**config.mk**
```make
export PLATFORM = sky130hd
export DESIGN_NAME = ptc_seq_ctrl
export DESIGN_NICKNAME = d
export VERILOG_FILES = /design/src/rtl/ptc_seq_pkg.sv /design/src/rtl/ptc_seq_wr_port.sv /design/src/rtl/ptc_seq_ctrl.sv
export SDC_FILE = /design/constraint.sdc
export NUM_CORES = 1
export LEC_CHECK = 0
export CAP_MARGIN = 20
export CORE_AREA = 2 2 135 137
export CTS_CLUSTER_DIAMETER = 100
export CTS_CLUSTER_SIZE = 28
export DETAILED_ROUTE_END_ITERATION = 10
export DIE_AREA = 0 0 137 139
export PLACE_DENSITY = 0.9
export SLEW_MARGIN = 20
export SYNTH_ARGS = -nofsm -noshare
export SYNTH_HDL_FRONTEND = slang
export SYNTH_HIERARCHICAL = 1
export SYNTH_SLANG_ARGS = --single-unit
```
**constraint.sdc**
```tcl
create_clock -name clk -period 5 [get_ports clk]
set_input_delay 0.5 -clock clk [delete_from_list [all_inputs] [get_ports clk]]
set_output_delay 0.5 -clock clk [all_outputs]
set_load 0.01 [all_outputs]
```
**src/rtl/ptc_seq_pkg.sv**
```systemverilog
// ptc_seq_pkg: FSM encoding, PTC register map, host address map and small helpers
// shared by the PTC sequencer and its write port.
package ptc_seq_pkg;

  typedef enum logic [2:0] {
    ST_IDLE   = 3'd0,
    ST_W_HRC  = 3'd1,
    ST_W_LRC  = 3'd2,
    ST_W_CNTR = 3'd3,
    ST_W_CTRL = 3'd4,
    ST_RUN    = 3'd5,
    ST_W_STOP = 3'd6
  } state_e;

  localparam logic [1:0] PTC_CNTR = 2'd0;
  localparam logic [1:0] PTC_HRC  = 2'd1;
  localparam logic [1:0] PTC_LRC  = 2'd2;
  localparam logic [1:0] PTC_CTRL = 2'd3;

  localparam int unsigned PTC_CTRL_EN_BIT = 0;
  localparam int unsigned PTC_CTRL_OE_BIT = 3;
  localparam logic [31:0] PTC_CTRL_RUN =
    (32'd1 << PTC_CTRL_EN_BIT) | (32'd1 << PTC_CTRL_OE_BIT);

  localparam logic [2:0] CFG_CTRL   = 3'd4;
  localparam logic [2:0] CFG_STATUS = 3'd5;

  localparam int unsigned CTRL_START_BIT = 0;
  localparam int unsigned CTRL_STOP_BIT  = 1;
  localparam int unsigned CTRL_LOOP_BIT  = 2;

  // A repeat count of 0 behaves like 1 so every entry runs at least one period.
  function automatic logic [8:0] rep_target(input logic [7:0] rep);
    logic [8:0] tgt;
    tgt = (rep == 8'd0) ? 9'd1 : {1'b0, rep};
    return tgt;
  endfunction

  function automatic logic is_write_state(input state_e st);
    logic wr;
    case (st)
      ST_W_HRC, ST_W_LRC, ST_W_CNTR, ST_W_CTRL, ST_W_STOP: wr = 1'b1;
      default:                                             wr = 1'b0;
    endcase
    return wr;
  endfunction

  function automatic state_e next_write_state(input state_e st, input logic first);
    state_e nxt;
    case (st)
      ST_W_HRC:  nxt = ST_W_LRC;
      ST_W_LRC:  nxt = first ? ST_W_CNTR : ST_RUN;
      ST_W_CNTR: nxt = ST_W_CTRL;
      default:   nxt = ST_RUN;
    endcase
    return nxt;
  endfunction

endpackage

```
**src/rtl/ptc_seq_wr_port.sv**
```systemverilog
// ptc_seq_wr_port: single-entry holding register for PTC register writes; the
// request stays up with stable address/data until the PTC acknowledges it.
module ptc_seq_wr_port
  import ptc_seq_pkg::*;
(
  input  logic        clk,
  input  logic        rst,
  input  logic        load,
  input  logic [1:0]  load_addr,
  input  logic [31:0] load_data,
  input  logic        ptc_ack,
  output logic        ptc_wr,
  output logic [1:0]  ptc_addr,
  output logic [31:0] ptc_wdata,
  output logic        accept
);

  logic        wr_q, wr_d;
  logic [1:0]  addr_q, addr_d;
  logic [31:0] data_q, data_d;

  assign accept = wr_q & ptc_ack;

  // A new load may replace the write accepted in the same cycle (back-to-back writes).
  always_comb begin
    wr_d   = wr_q;
    addr_d = addr_q;
    data_d = data_q;
    if (load) begin
      wr_d   = 1'b1;
      addr_d = load_addr;
      data_d = load_data;
    end else if (accept) begin
      wr_d = 1'b0;
    end else begin
      wr_d = wr_q;
    end
  end

  always_ff @(posedge clk) begin
    if (rst) begin
      wr_q   <= 1'b0;
      addr_q <= PTC_CNTR;
      data_q <= 32'd0;
    end else begin
      wr_q   <= wr_d;
      addr_q <= addr_d;
      data_q <= data_d;
    end
  end

  assign ptc_wr    = wr_q;
  assign ptc_addr  = addr_q;
  assign ptc_wdata = data_q;

endmodule

```
**src/rtl/ptc_seq_ctrl.sv**
```systemverilog
// ptc_seq_ctrl: steps a PTC through a table of {LRC,HRC} entries, each held for rep periods.
// Build option: define PTC_SEQ_LOOP_EN to enable CTRL.loop wrap-around to entry 0.
module ptc_seq_ctrl
  import ptc_seq_pkg::*;
#(
  parameter int N_ENT = 4,
  parameter int CW    = 16
) (
  input  logic        clk,
  input  logic        rst,
  input  logic        cfg_we,
  input  logic [2:0]  cfg_addr,
  input  logic [31:0] cfg_wdata,
  output logic [31:0] cfg_rdata,
  output logic [1:0]  ptc_addr,
  output logic [31:0] ptc_wdata,
  output logic        ptc_wr,
  input  logic        ptc_ack,
  input  logic        ptc_period,
  output logic        busy,
  output logic        seq_irq,
  output logic [1:0]  cur_idx
);

`ifdef PTC_SEQ_LOOP_EN
  localparam logic LOOP_EN = 1'b1;
`else
  localparam logic LOOP_EN = 1'b0;
`endif

  localparam logic [15:0] CW_MASK  = 16'((32'd1 << CW) - 32'd1);
  localparam logic [1:0]  LAST_MAX = 2'(N_ENT - 1);

  state_e      state_q, state_d;
  logic [1:0]  cur_idx_q, cur_idx_d;
  logic [7:0]  rep_cnt_q, rep_cnt_d;
  logic        first_q, first_d;
  logic        stop_pend_q, stop_pend_d;
  logic        busy_q, busy_d;
  logic        seq_irq_q, seq_irq_d;
  logic [31:0] table_q [N_ENT];
  logic [31:0] table_d [N_ENT];
  logic        loop_q, loop_d;
  logic [1:0]  last_idx_q, last_idx_d;
  logic [7:0]  rep_q, rep_d;

  logic        ctrl_we_s, start_s, stop_s, accept_s, load_s;
  logic [1:0]  load_addr_s;
  logic [31:0] load_data_s, entry_s;
  logic [8:0]  rep_next_s;

  assign ctrl_we_s = cfg_we && (cfg_addr == CFG_CTRL);
  assign start_s   = ctrl_we_s && cfg_wdata[CTRL_START_BIT];
  assign stop_s    = ctrl_we_s && cfg_wdata[CTRL_STOP_BIT];

  // Host-visible configuration: table entries and the persistent CTRL fields.
  always_comb begin
    for (int i = 0; i < N_ENT; i++) begin
      table_d[i] = (cfg_we && (cfg_addr == 3'(i))) ? cfg_wdata : table_q[i];
    end
    if (ctrl_we_s) begin
      loop_d     = LOOP_EN & cfg_wdata[CTRL_LOOP_BIT];
      last_idx_d = (cfg_wdata[5:4] > LAST_MAX) ? LAST_MAX : cfg_wdata[5:4];
      rep_d      = cfg_wdata[15:8];
    end else begin
      loop_d     = loop_q;
      last_idx_d = last_idx_q;
      rep_d      = rep_q;
    end
  end

  always_comb begin
    state_d     = state_q;
    cur_idx_d   = cur_idx_q;
    rep_cnt_d   = rep_cnt_q;
    first_d     = first_q;
    stop_pend_d = stop_pend_q;
    seq_irq_d   = 1'b0;
    rep_next_s  = {1'b0, rep_cnt_q} + 9'd1;
    case (state_q)
      ST_IDLE: begin
        if (start_s && !stop_s) begin
          state_d     = ST_W_HRC;
          cur_idx_d   = 2'd0;
          rep_cnt_d   = 8'd0;
          first_d     = 1'b1;
          stop_pend_d = 1'b0;
        end else begin
          state_d = ST_IDLE;
        end
      end
      ST_W_HRC, ST_W_LRC, ST_W_CNTR, ST_W_CTRL: begin
        // A stop seen during a write is remembered and honoured once the write lands.
        if (accept_s) begin
          stop_pend_d = 1'b0;
          first_d     = (state_q == ST_W_CTRL) ? 1'b0 : first_q;
          if (stop_s || stop_pend_q) begin
            state_d = ST_W_STOP;
          end else begin
            state_d = next_write_state(state_q, first_q);
          end
        end else begin
          stop_pend_d = stop_pend_q | stop_s;
        end
      end
      ST_RUN: begin
        if (stop_s) begin
          state_d = ST_W_STOP;
        end else if (ptc_period) begin
          if (rep_next_s >= rep_target(rep_q)) begin
            rep_cnt_d = 8'd0;
            if (cur_idx_q < last_idx_q) begin
              cur_idx_d = cur_idx_q + 2'd1;
              state_d   = ST_W_HRC;
            end else if (LOOP_EN && loop_q) begin
              cur_idx_d = 2'd0;
              state_d   = ST_W_HRC;
            end else begin
              state_d = ST_W_STOP;
            end
          end else begin
            rep_cnt_d = rep_next_s[7:0];
          end
        end else begin
          state_d = ST_RUN;
        end
      end
      ST_W_STOP: begin
        if (accept_s) begin
          state_d   = ST_IDLE;
          seq_irq_d = 1'b1;
        end else begin
          state_d = ST_W_STOP;
        end
      end
      default: begin
        state_d = ST_IDLE;
      end
    endcase
    busy_d = (state_d != ST_IDLE);
  end

  // Every entry into a write state presents exactly one new PTC write.
  always_comb begin
    entry_s = 32'd0;
    for (int i = 0; i < N_ENT; i++) begin
      entry_s = (cur_idx_d == 2'(i)) ? table_q[i] : entry_s;
    end
    load_s = (state_d != state_q) && is_write_state(state_d);
    case (state_d)
      ST_W_HRC: begin
        load_addr_s = PTC_HRC;
        load_data_s = {16'd0, entry_s[15:0] & CW_MASK};
      end
      ST_W_LRC: begin
        load_addr_s = PTC_LRC;
        load_data_s = {16'd0, entry_s[31:16] & CW_MASK};
      end
      ST_W_CTRL: begin
        load_addr_s = PTC_CTRL;
        load_data_s = PTC_CTRL_RUN;
      end
      ST_W_STOP: begin
        load_addr_s = PTC_CTRL;
        load_data_s = 32'd0;
      end
      default: begin
        load_addr_s = PTC_CNTR;
        load_data_s = 32'd0;
      end
    endcase
  end

  always_ff @(posedge clk) begin
    if (rst) begin
      state_q     <= ST_IDLE;
      cur_idx_q   <= 2'd0;
      rep_cnt_q   <= 8'd0;
      first_q     <= 1'b0;
      stop_pend_q <= 1'b0;
      busy_q      <= 1'b0;
      seq_irq_q   <= 1'b0;
      loop_q      <= 1'b0;
      last_idx_q  <= 2'd0;
      rep_q       <= 8'd0;
      for (int i = 0; i < N_ENT; i++) begin
        table_q[i] <= 32'd0;
      end
    end else begin
      state_q     <= state_d;
      cur_idx_q   <= cur_idx_d;
      rep_cnt_q   <= rep_cnt_d;
      first_q     <= first_d;
      stop_pend_q <= stop_pend_d;
      busy_q      <= busy_d;
      seq_irq_q   <= seq_irq_d;
      loop_q      <= loop_d;
      last_idx_q  <= last_idx_d;
      rep_q       <= rep_d;
      table_q     <= table_d;
    end
  end

  always_comb begin
    cfg_rdata = 32'd0;
    case (cfg_addr)
      CFG_CTRL:   cfg_rdata = {16'd0, rep_q, 2'b00, last_idx_q, 1'b0, loop_q, 2'b00};
      CFG_STATUS: cfg_rdata = {16'd0, rep_cnt_q, 2'b00, cur_idx_q, 1'b0, state_q};
      default: begin
        for (int i = 0; i < N_ENT; i++) begin
          cfg_rdata = (cfg_addr == 3'(i)) ? table_q[i] : cfg_rdata;
        end
      end
    endcase
  end

  ptc_seq_wr_port u_wr_port (
    .clk       (clk),
    .rst       (rst),
    .load      (load_s),
    .load_addr (load_addr_s),
    .load_data (load_data_s),
    .ptc_ack   (ptc_ack),
    .ptc_wr    (ptc_wr),
    .ptc_addr  (ptc_addr),
    .ptc_wdata (ptc_wdata),
    .accept    (accept_s)
  );

  assign busy    = busy_q;
  assign seq_irq = seq_irq_q;
  assign cur_idx = cur_idx_q;

endmodule

```
==> summary.md <==
| Metric | Value |
|---|---|
| Outcome | finished, final reports clean |
| Placeable Area | about 18000 um2 |
| Clock transition at path regs | 0.07 ns |
| Average routed wire per standard cell | 19.3 um |
| Sequential share of power | 48.3% |
| First-pass GRT wire length | roughly 46000 um |
| Critical path's slowest cell | dfxtp_1 |
| IO buf count | between 100 and 150 |
| DPL Wire Length | ~18000 um |
| Clk_skew | 0.00641 ns |
| Antenna violations before repair | 0 |
| Clock sinks | between 150 and 200 |
| WL met1 | 10800 um |
| Slew headroom | between 30% and 40% |
| Power share of the clock group | 43.8% |
| Final core occ | roughly two thirds |
| Worst-Skew Late Latency | 0.43 ns |
| Post-layout min period | between 4 and 5 ns |
| Synth cell types | 67 |
| Critical Path RT | between 5 and 6 ns |
| Largest stage delay, worst path | between 0.4 and 0.5 ns |
| Final period util | 88.2% |
| Synth Instances | about 1200 |
| Main synth FF type | dfxtp_1 |
| WP buf/inv | 1 |
| FP Rows | roughly 50 |
| Vias | just over 9000 |
| Setup TNS | 0 ns |
| Chip height | 139 um |
| Num CTS Buffers | 17 |
| Drt pass-1 iters | 7 |
| Number of synthesized flops with an enable pin | 0 |
| Highest metal used | met4 |
| Fillers | between 1000 and 1500 |
| CP Launch Type | flop |
| HP Class | flop to flop |
| Synth top area share | roughly 39% |
| Clk root buf | clkbuf_16 |
| Total power | 3230 uW |
| Max cap viols | 0 |
| Critical-path cell list | ha_1, nand2_1, nor2_1, xor2_1, ha_1, and3_1, a221oi_2, o21ai_1, o2111ai_2, mux2i_4, buf_12, mux2i_1, nor3_1, a311o_1, a221o_1, mux2i_1, nor2_1 |
| Antenna Nets Post-Route | 0 |
| Max H-tree Level | 4 |
| Met2 routed WL | ~14000 um |
| Logic gate share of total power | under 10% |
| Post-DP Area | between 10000 and 15000 um2 |
| Met3 WL | 2930 um |
| Vias per cell | just over 6 |
| Yosys top cell by area | dfxtp_1 |
| Sw frac | a little under a quarter |
| Final hold viol count | 0 |
| Top Family by Delay on Critical Path | compound AO/OA/AOI/OAI gates |
| Total gr overflow | 0 |
| Largest net degree at the start of global routing | 85 |
| Layout cells sized above 1 | 8.64% |
| CP arrival | between 4 and 5 ns |
| Power density over the cells | approximately 280 nW/um2 |
| Starting DRT DRC Count | approximately 1100 |
| Gr usage total | between 30% and 40% |
| Hold path cells | 2 |
| R2R depth | 17 |
| Post-synthesis average cell area | approximately 8.3 um2 |
| Slew @ Worst Pin | 0.975 ns |
| Max Slew Vio Count | 0 |
| Drt drc | 0 |
| Final GP Congestion | about 0.9 |
| Most area-consuming cells after synthesis | dfxtp_1, nand2_1, mux2i_1 |
| Final Net Count | roughly 1300 |
| Yosys reg bits | 190 |
| Initial core utilization | 55.8% |
| Crit end category | flop |
| CTS tree | done |
| Worst path depth | 17 |
| Num ports | between 100 and 150 |
| Psw | roughly 750 uW |
| Endpoints failing setup | 0 |
| CTS resizes | 0 |
| Clock buffer depth | 2 |
| Design Area, Final | 11600 um2 |
| Post-synth ARST share | 0% |
| Die ar. | 19000 um2 |
| # diodes | 0 |
| Synth-to-Final Area Change | 18.0% |
| Place WS | between 0.6 and 0.7 ns |
| Synth warnings | 6 |
| CTS Hold Buffers Added | 0 |
| Pint | 2480 uW |
| Pleak | between 0.003 and 0.004 uW |
| Post-CTS setup buffer count | 0 |
| Unrepaired setup endpoints after global routing | no |
| Register area share after synthesis | 38.6% |
| Number of global-route vias before repair | roughly 9000 |
| Mapped cell area | between 9000 and 10000 um2 |
| Drt total wl | 28900 um |
| Worst IR Drop VDD | 273 uV |
| Worst Path Max Fanout | 62 |
| Die span in x | 137 um |
| Fin worst setup slack | between 0.5 and 0.6 ns |
| FMAX | about 230 MHz |
| WS Path Type | flop to flop |
power by group through the flow:
stage	clock (uW)	sequential, uW	combinational, uW
2_1_floorplan	0	1590	150
3_3_place_gp	0	1590	244
3_5_place_dp	0	1590	248
4_1_cts	1420	1560	250
5_1_grt	1490	1560	272
6_report	1410	1560	256
routing by layer:
layer | global-route usage, % | vias up
met2 | 49.8 | 545
met4 | 15.4 | 0
met3 | 6.21 | 108
li1 | - | 4221
met1 | 38.3 | 4376
met5 | 0 | -
cells in the mapped netlist (11+ instances only):
master	instances
mux4_2	29
a32o_1	13
nor2b_1	23
mux2_2	14
nor2_1	64
nand2_1	336
nand3_1	11
o22ai_1	13
mux2i_1	96
o21ai_1	16
clkbuf_1	59
inv_1	23
a21oi_1	156
dfxtp_1	190
state kept, by name, indices dropped and copies added, names as in the netlist:
signal               count
rep_cnt_q                8
u_wr_port/ptc_addr       2
rep_q                    8
stop_pend_q              1
cur_idx                  2
first_q                  1
u_wr_port/ptc_wdata     32
table_q                128
seq_irq                  1
u_wr_port/ptc_wr         1
busy                     1
state_q                  3
last_idx_q               2
stage by stage:
stage               hold slack (ns)  cells
detailed placement            0.461   1471
global placement              0.452   1471
finish                        0.469   1502
floorplan                     0.443   1204
global route                  0.493   1502
CTS                           0.469   1502
worst reg2reg max path: stages (launching register included):
cell and delay (ns):
dfxtp_1 0.43, ha_1 0.29, nand2_1 0.08, nor2_1 0.19
xor2_1 0.18, ha_1 0.26, and3_1 0.20, a221oi_2 0.27
o21ai_1 0.15, o2111ai_2 0.30, mux2i_4 0.31, buf_12 0.38
mux2i_1 0.25, nor3_1 0.05, a311o_1 0.27, a221o_1 0.38
mux2i_1 0.20, nor2_1 0.07
placed cells by master, fill, tap and decap left out, types with 9 or more instances in the layout:
cell	instances
o21ai_1	16
clkbuf_16	17
a21oi_1	155
clkdlybuf4s50_1	107
dfxtp_1	190
nor2_1	62
conb_1	16
inv_1	23
mux4_2	29
ha_1	10
nand2b_1	9
nand2_1	336
nand3_1	9
a32o_1	13
mux2_2	14
nor2b_1	23
o22ai_1	13
mux2i_1	96
buf_4	16
cell type report:
| type | count | area [um2] | share of cell area [%] |
|---|---|---|---|
| sequential | 190 | 3800 | 32.7 |
| clock inverter | 5 | 104 | 0.894 |
| multi-input combinational | 901 | 5580 | 48.0 |
| timing repair buffer | 128 | 1260 | 10.9 |
| tap | 229 | 287 | 2.47 |
| clock buffer | 26 | 499 | 4.30 |
| inverter | 23 | 86.3 | 0.743 |
logic make-up after synthesis:
family | after synthesis | synth area share, %
xor gates and xnor gates | 8 | 0.712
buffers and inverters | 113 | 5.64
AOI/OAI and AO/OA | 250 | 15.2
adders and majority gates | 10 | 1.27
and+or+nand+nor | 477 | 20.3
muxes | 140 | 18.2
other | 1 | 0.0381
DFF | 190 | 38.6
worst paths after layout:
check	startpoint	end	slack, ns
worst max-delay path	rep_cnt_q[0]	u_wr_port/ptc_wdata[0]	0.59
worst min-delay path	table_q[38]	table_q[38]	0.47
worst min register to register	table_q[38]	table_q[38]	0.47
worst max register to register	rep_cnt_q[0]	u_wr_port/ptc_wdata[0]	0.59
No activity file was read; power rests on OpenSTA's default activity.
